--- src/rtl/syn_io_client_if.sv ---
// Bundle between the core, syn_io_client and the synapse I/O responder.
// master = client side, slave = core/responder side.
interface syn_io_client_if #(
    parameter int unsigned DATA_W    = 128,
    parameter int unsigned PAT_CTR_W = 8
);
    logic                 cmd_valid;
    logic                 cmd_ready;
    logic                 start;
    logic                 busy;
    logic                 syn2client_valid;
    logic                 syn2client_channel;
    logic [DATA_W-1:0]    syn2client_data;
    logic [PAT_CTR_W-1:0] syn2client_pat_ctr;
    logic                 result_valid;
    logic                 result_ready;
    logic [DATA_W-1:0]    result_data0;
    logic [DATA_W-1:0]    result_data1;
    logic [PAT_CTR_W-1:0] result_pat_ctr;
    logic                 result_error;

    modport master (
        input  cmd_valid, busy, syn2client_valid, syn2client_channel, syn2client_data,
               syn2client_pat_ctr, result_ready,
        output cmd_ready, start, result_valid, result_data0, result_data1, result_pat_ctr,
               result_error
    );

    modport slave (
        output cmd_valid, busy, syn2client_valid, syn2client_channel, syn2client_data,
               syn2client_pat_ctr, result_ready,
        input  cmd_ready, start, result_valid, result_data0, result_data1, result_pat_ctr,
               result_error
    );
endinterface

--- src/rtl/syn_io_client.sv ---
// Core-side initiator: issues start, gathers two result beats, returns them via valid/ready.
// Define SYN_IO_CLIENT_TIMEOUT_EN to force completion after TIMEOUT_CYCLES in START+WAIT.
module syn_io_client #(
    parameter int unsigned DATA_W    = 128,
    parameter int unsigned PAT_CTR_W = 8
`ifdef SYN_IO_CLIENT_TIMEOUT_EN
    ,
    parameter int unsigned TIMEOUT_CYCLES = 1024
`endif
) (
    input logic             clk,
    input logic             reset,
    syn_io_client_if.master bus
);

    typedef enum logic [1:0] {StIdle, StStart, StWait, StDone} state_e;

    state_e               state_q, state_d;
    logic                 cmd_ready_q, cmd_ready_d;
    logic                 start_q, start_d;
    logic                 valid_q, valid_d;
    logic                 err_q, err_d;
    logic                 got0_q, got0_d;
    logic                 got1_q, got1_d;
    logic [DATA_W-1:0]    data0_q, data0_d;
    logic [DATA_W-1:0]    data1_q, data1_d;
    logic [PAT_CTR_W-1:0] pat_q, pat_d;
    logic                 accept, beat0, beat1, got0_n, got1_n, complete, timeout;

    assign accept = (state_q == StIdle) && cmd_ready_q && bus.cmd_valid;
    assign beat0  = (state_q == StWait) && bus.syn2client_valid && !bus.syn2client_channel;
    assign beat1  = (state_q == StWait) && bus.syn2client_valid && bus.syn2client_channel;
    // A beat landing with the fall of busy counts toward this cycle's completion.
    assign got0_n   = got0_q | beat0;
    assign got1_n   = got1_q | beat1;
    assign complete = (state_q == StWait) && got0_n && got1_n && !bus.busy;

`ifdef SYN_IO_CLIENT_TIMEOUT_EN
    localparam int unsigned CntW = $clog2(TIMEOUT_CYCLES) + 1;
    logic [CntW-1:0] cnt_q, cnt_d;

    assign timeout = (state_q == StWait) && (cnt_q == CntW'(TIMEOUT_CYCLES - 1));

    always_comb begin
        cnt_d = cnt_q;
        if (accept) begin
            cnt_d = '0;
        end else if (state_q == StStart || state_q == StWait) begin
            cnt_d = cnt_q + CntW'(1);
        end
    end

    always_ff @(posedge clk) begin
        if (reset) cnt_q <= '0;
        else       cnt_q <= cnt_d;
    end
`else
    assign timeout = 1'b0;
`endif

    always_ff @(posedge clk) begin
        if (reset) begin
            state_q <= StIdle;
        end else begin
            state_q <= state_d;
        end
    end

    always_comb begin
        state_d = state_q;
        unique case (state_q)
            StIdle:  if (accept) state_d = StStart;
            StStart: state_d = StWait;
            StWait:  if (complete || timeout) state_d = StDone;
            StDone:  if (bus.result_ready) state_d = StIdle;
            default: state_d = StIdle;
        endcase
    end

    always_comb begin
        data0_d = data0_q;
        data1_d = data1_q;
        pat_d   = pat_q;
        err_d   = err_q;
        got0_d  = got0_q;
        got1_d  = got1_q;
        if (accept) begin
            data0_d = '0;
            data1_d = '0;
            err_d   = 1'b0;
            got0_d  = 1'b0;
            got1_d  = 1'b0;
        end
        if (beat0) begin
            data0_d = bus.syn2client_data;
            pat_d   = bus.syn2client_pat_ctr;
            got0_d  = 1'b1;
            if (got0_q) err_d = 1'b1;
        end
        if (beat1) begin
            data1_d = bus.syn2client_data;
            pat_d   = bus.syn2client_pat_ctr;
            got1_d  = 1'b1;
            if (got1_q) err_d = 1'b1;
        end
        if (timeout && !complete) err_d = 1'b1;
        // Flags are registered from the next state so every output comes straight off a flop.
        cmd_ready_d = (state_d == StIdle);
        start_d     = (state_d == StStart);
        valid_d     = (state_d == StDone);
    end

    always_ff @(posedge clk) begin
        if (reset) begin
            cmd_ready_q <= 1'b0;
            start_q     <= 1'b0;
            valid_q     <= 1'b0;
            err_q       <= 1'b0;
            got0_q      <= 1'b0;
            got1_q      <= 1'b0;
            data0_q     <= '0;
            data1_q     <= '0;
            pat_q       <= '0;
        end else begin
            cmd_ready_q <= cmd_ready_d;
            start_q     <= start_d;
            valid_q     <= valid_d;
            err_q       <= err_d;
            got0_q      <= got0_d;
            got1_q      <= got1_d;
            data0_q     <= data0_d;
            data1_q     <= data1_d;
            pat_q       <= pat_d;
        end
    end

    assign bus.cmd_ready      = cmd_ready_q;
    assign bus.start          = start_q;
    assign bus.result_valid   = valid_q;
    assign bus.result_error   = err_q;
    assign bus.result_data0   = data0_q;
    assign bus.result_data1   = data1_q;
    assign bus.result_pat_ctr = pat_q;

endmodule

--- src/flat_wrapper.sv ---
// flat-port wrapper written by rule: the top's interface ports become plain ports
module syn_io_client_flat 
#(
    parameter int unsigned DATA_W    = 128,
    parameter int unsigned PAT_CTR_W = 8

)
  (clk, reset, bus_cmd_valid, bus_busy, bus_syn2client_valid, bus_syn2client_channel, bus_syn2client_data, bus_syn2client_pat_ctr, bus_result_ready, bus_cmd_ready, bus_start, bus_result_valid, bus_result_data0, bus_result_data1, bus_result_pat_ctr, bus_result_error);
  syn_io_client_if #(.DATA_W(DATA_W), .PAT_CTR_W(PAT_CTR_W)) bus_i ();
  input logic clk;
  input logic reset;
  input wire logic [$bits(bus_i.cmd_valid)-1:0] bus_cmd_valid;
  input wire logic [$bits(bus_i.busy)-1:0] bus_busy;
  input wire logic [$bits(bus_i.syn2client_valid)-1:0] bus_syn2client_valid;
  input wire logic [$bits(bus_i.syn2client_channel)-1:0] bus_syn2client_channel;
  input wire logic [$bits(bus_i.syn2client_data)-1:0] bus_syn2client_data;
  input wire logic [$bits(bus_i.syn2client_pat_ctr)-1:0] bus_syn2client_pat_ctr;
  input wire logic [$bits(bus_i.result_ready)-1:0] bus_result_ready;
  output wire logic [$bits(bus_i.cmd_ready)-1:0] bus_cmd_ready;
  output wire logic [$bits(bus_i.start)-1:0] bus_start;
  output wire logic [$bits(bus_i.result_valid)-1:0] bus_result_valid;
  output wire logic [$bits(bus_i.result_data0)-1:0] bus_result_data0;
  output wire logic [$bits(bus_i.result_data1)-1:0] bus_result_data1;
  output wire logic [$bits(bus_i.result_pat_ctr)-1:0] bus_result_pat_ctr;
  output wire logic [$bits(bus_i.result_error)-1:0] bus_result_error;
  assign bus_i.cmd_valid = bus_cmd_valid;
  assign bus_i.busy = bus_busy;
  assign bus_i.syn2client_valid = bus_syn2client_valid;
  assign bus_i.syn2client_channel = bus_syn2client_channel;
  assign bus_i.syn2client_data = bus_syn2client_data;
  assign bus_i.syn2client_pat_ctr = bus_syn2client_pat_ctr;
  assign bus_i.result_ready = bus_result_ready;
  assign bus_cmd_ready = bus_i.cmd_ready;
  assign bus_start = bus_i.start;
  assign bus_result_valid = bus_i.result_valid;
  assign bus_result_data0 = bus_i.result_data0;
  assign bus_result_data1 = bus_i.result_data1;
  assign bus_result_pat_ctr = bus_i.result_pat_ctr;
  assign bus_result_error = bus_i.result_error;
  syn_io_client #(.DATA_W(DATA_W), .PAT_CTR_W(PAT_CTR_W)) u_core (.clk(clk), .reset(reset), .bus(bus_i));
endmodule
--- config.mk ---
export PLATFORM = sky130hd
export DESIGN_NAME = syn_io_client_flat
export DESIGN_NICKNAME = d
export VERILOG_FILES = /design/src/rtl/syn_io_client_if.sv /design/src/rtl/syn_io_client.sv /design/src/flat_wrapper.sv
export SDC_FILE = /design/constraint.sdc
export NUM_CORES = 1
export LEC_CHECK = 0
export CAP_MARGIN = 25
export CORE_UTILIZATION = 35
export DETAILED_ROUTE_END_ITERATION = 16
export GPL_TIMING_DRIVEN = 0
export PLACE_DENSITY = 0.66
export SYNTH_ARGS = -nofsm -noshare
export SYNTH_HDL_FRONTEND = slang
export SYNTH_SLANG_ARGS = --single-unit
export TNS_END_PERCENT = 10
--- constraint.sdc ---
create_clock -name clk -period 2.8 [get_ports clk]
set_clock_uncertainty 0.15 [all_clocks]
set_input_delay 0.56 -clock clk [delete_from_list [all_inputs] [get_ports clk]]
set_output_delay 0.56 -clock clk [all_outputs]
set_load 0.01 [all_outputs]
After elaboration in Yosys (flattened, before gate mapping) --
Cells that the tools add are included.
Storage, ports and cells: flip-flop bits (word level) 272, output and inout bits 268, bits of input ports 143
Cells by class: mux-type cells 17, reductions and logical operators 15, bitwise gates (word level) 2, equal/unequal tests 5
Operators by type and width (number):
- $mux 128 | 3
- $mux 8 | 2
- $logic_and 1x1->1 | 8
- $mux 1 | 8
- $pmux 2 s4 | 1
- $eq 2x2->1 const B | 3
- $mux 2 | 3
- $reduce_bool 2->1 | 3
- $eq 2x1->1 const B | 2
- $logic_not 2->1 | 2
- $logic_not 1->1 | 2
- $or 1x1->1 | 2

Depth between registers and ports, before layout --
depth in word-level cells 10, depth in mapped cells 6, mapped depth without buffers 3

Worst setup path after synthesis --
Ideal clock, no wire load.
path type in2reg, start input bus_syn2client_channel, end register u_core.data0_q[107] (netlist: u_core.bus.result_data0[107]), cell stages on the path 6, library setup time 117 ps, path slack 992 ps, data required time 2533 ps, arrival time 1540 ps, cell sequence buf_6 -> nand3b_1 -> a21o_1 -> buf_2 -> buf_6 -> a32o_1
On the way: word-level cells in the longest chain between the ends 3, elaborated cells on any way between the ends 4
Ends and longest elaborated chain:
- from (decl) | line flat_wrapper.sv:15 | input wire logic [$bits(bus_i.syn2client_channel)-1:0] bus_syn2client_channel;
- $logic_not 1->1 * | line syn_io_client.sv:31 | assign beat0 = (state_q == StWait) && bus.syn2client_valid && !bus.syn2client_channel;
- $logic_and 1x1->1 * | line syn_io_client.sv:31
- $mux 128 / $reduce_bool 2->1 (equally long branches)
- to (signal assigned) | line syn_io_client.sv:131 | data0_q <= data0_d;
- to (decl) | line syn_io_client.sv:25 | logic [DATA_W-1:0] data0_q, data0_d;
Every way passes the cells marked *; elsewhere a longest branch is shown, timed or not. A chain may end at the register's enable or synchronous reset.

Worst setup path in the final report --
start input reset, end register u_core.data0_q[111] (netlist: u_core.bus.result_data0[111])
RTL lines:
- from (decl) | line flat_wrapper.sv:11 | input logic reset;
No word-level cell between the ends.

==> metrics.txt <==
clock edge transition at the registers on the reported setup and hold paths around 60 ps; clock sink total between 200 and 300; most common cell after layout, fill and taps aside clkdlybuf4s50_1; GRT Util Overall 22.7%; fmax roughly 430 MHz; placed cell area ~13000 sq um; die area approximately 26000 sq um; worst slew pin tran 787 ps; Max FO, Critical Path 10; post-DR wirelength/cell roughly 21 microns; Tmin final 2300 ps; GRT overflow 0; Crit Reg-Reg Endpoint u_core.bus.result_data0[97]$_SDFFE_PP0P_; CP startpoint reset; hold_buf cts 0; Placed Cells incl. Taps about 1400; First-pass DRT Iterations 5; multi-input gate area in the final layout about 3000 sq um; IO Pins between 400 and 500; first-pass GRT wire length approximately 46 mm; clk_lat worst skew ~530 ps; row count 58; final worst path period share slightly above 80%; Crit Reg-Reg Startpoint u_core.state_q[0]$_SDFF_PP0_; GPL Wtd Cong approximately 0.80; Leak 5.20 nW; max_cap viols 0; Seq cells post-synth between 200 and 300; via-per-instance ratio roughly 5.5; CP endpoint u_core.bus.result_data0[111]$_SDFFE_PP0P_; DRC viols 0; Design Area, Final ~14000 sq um; core area around 25000 sq um; PD cells between 500 and 600 nW/um^2; number of global-route vias before repair 7820; CTS tree built; Post-synth EDFFs 0; dpl hpwl 22.5 mm; Final Hold Fails 0; Post-Syn Area between 8000 and 9000 sq um; Chip Height ~160 microns; Final setup violation count 0; H-tree depth 1; final wirelength approximately 31 mm; hold slack about 270 ps; Logic pwr share approximately 8.7%; most frequent cells in the layout clkdlybuf4s50_1 (409), dfxtp_1 (272), a32o_1 (256); Post-Syn Instances about 670; hold crit path type input pin to flop; VDD IR max 0.459 mV; Worst slew margin between 40% and 50%; CP arrival 2620 ps; FFs w/ async S/R, synth 0%; Bufs on Longest Clock Path 3; Psw between 1.5 and 2 mW; CTS Root Cell clkbuf_16; kind of critical path input pin to flop; Post-synth top flop dfxtp_1; Post-Layout Cell Count ~1500; initial antenna violation count 0; syn_area_per_cell ~13 sq um; Cell Int Power 6.48 mW; filler cell count between 2000 and 2500; n_diodes 0; input/output buffers between 400 and 500; pin count of the biggest net entering global routing 14; unrepaired setup endpoints after global routing no; critical path data required time 3120 ps; Post-CTS Setup Bufs 0; share of cells above drive strength 1 under 10%; yosys warns 0; Reg2Reg Depth 5; sw frac about 23%; outcome complete, no violations; Clock power frac 44.1%; Vias about 8100; Die W ~160 microns; Critical Path Start Type input pin; Initial Util a little over a third; Mapped Nets just over 800; sequential cell fraction of total power between 40 and 50%; Final nets between 1000 and 1500; total power draw around 8.4 mW; Reg area approximately 5400 sq um; initial DRC count between 400 and 500; reg2reg setup slack 1000 ps; PostCTS Resize Cnt 0; Syn-to-layout area delta 60.7%; post-route ant nets 0; Unique masters post-synth 24; Max Slew Vio Count 0; post-synthesis sequential area ratio 60.9%; TritonCTS Buffers 29; Worst setup EP type flop
-- routing by layer --
layer | global-route usage [%] | up-vias | share of wire [%]
met1 | 27.6 | 3991 | 40
met4 | 7.76 | 0 | 3.1
met5 | 0 | - | 0
li1 | - | 3670 | -
met2 | 38.4 | 340 | 48
met3 | 6.36 | 54 | 8.6
-- sequential cells by signal (all words and copies together) (netlist names) --
name / count
u_core.bus.cmd_ready: 1
u_core.bus.result_error: 1
u_core.bus.result_pat_ctr: 8
u_core.got0_q: 1
u_core.bus.result_data0: 128
u_core.got1_q: 1
u_core.bus.result_valid: 1
u_core.bus.result_data1: 128
u_core.state_q: 2
u_core.bus.start: 1
-- synth_stat cells, types with 3 or more instances --
| master | count | share of area, % |
|---|---|---|
| buf_2 | 36 | 2.0 |
| a31oi_1 | 3 | 0.21 |
| nand3b_1 | 4 | 0.34 |
| buf_6 | 24 | 3.0 |
| nor2_1 | 8 | 0.34 |
| nand3_1 | 4 | 0.22 |
| o21ai_0 | 5 | 0.28 |
| mux2i_1 | 9 | 1.0 |
| clkbuf_1 | 27 | 1.1 |
| a21oi_1 | 3 | 0.17 |
| nor3b_1 | 3 | 0.25 |
| dfxtp_1 | 272 | 61 |
| a21o_1 | 4 | 0.34 |
| a32o_1 | 256 | 29 |
-- per-stage QoR --
step                setup WS, ps  setup TNS [ps]  utilization [%]
global placement            -106           -7870             53.5
finish                       497               0             57.2
global route                 389               0             57.2
floorplan                    992               0                -
detailed placement         -50.9           -1690             53.5
CTS                          510               0             57.2
-- power groups by stage --
| stage | clock [mW] | sequential [mW] | combinational [mW] |
|---|---|---|---|
| after global routing | 3.91 | 3.94 | 0.776 |
| after global placement | 0 | 4.02 | 0.728 |
| after floorplan | 0 | 4.04 | 0.269 |
| after CTS | 3.76 | 3.94 | 0.732 |
| final | 3.69 | 3.94 | 0.730 |
| after detailed placement | 0 | 4.03 | 0.727 |
-- area by class of cell --
class	instances	area share, %
Tap cell	330	2.88
Multi-Input combinational cell	309	20.3
Clock buffer	46	6.06
Timing Repair Buffer	409	28.5
Sequential cell	272	37.9
Buffer	89	3.95
Clock inverter	4	0.331
Inverter	2	0.0523
-- worst min path at each step --
| stage | end | start | cells past startpoint |
|---|---|---|---|
| final | u_core.got0_q$_SDFFE_PP0P_ | bus_syn2client_channel | 4 |
| after global routing | u_core.got0_q$_SDFFE_PP0P_ | bus_syn2client_channel | 4 |
| after CTS | u_core.got0_q$_SDFFE_PP0P_ | bus_syn2client_channel | 4 |
| after detailed placement | u_core.bus.result_error$_SDFF_PP0_ | u_core.bus.result_error$_SDFF_PP0_ | 2 |
| after global placement | u_core.bus.result_error$_SDFF_PP0_ | u_core.bus.result_error$_SDFF_PP0_ | 2 |
| after floorplan | u_core.got0_q$_SDFFE_PP0P_ | u_core.got0_q$_SDFFE_PP0P_ | 2 |
-- kinds of logic (layout without fill, tap and decap cells) --
family	Yosys count	after routing	synth area share, %
AOI/OAI and AO/OA	272	272	29.8
buffers and inverters	91	550	6.43
DFF	272	272	60.9
muxes	9	9	1.01
and+or+nand+nor	28	28	1.86
-- worst max-delay path: stages --
cell and delay [ps]:
clkdlybuf4s50_1 530, clkinv_1 150, clkbuf_1 610, clkbuf_1 510, a32o_1 260
(Power assumes the default switching activity.)
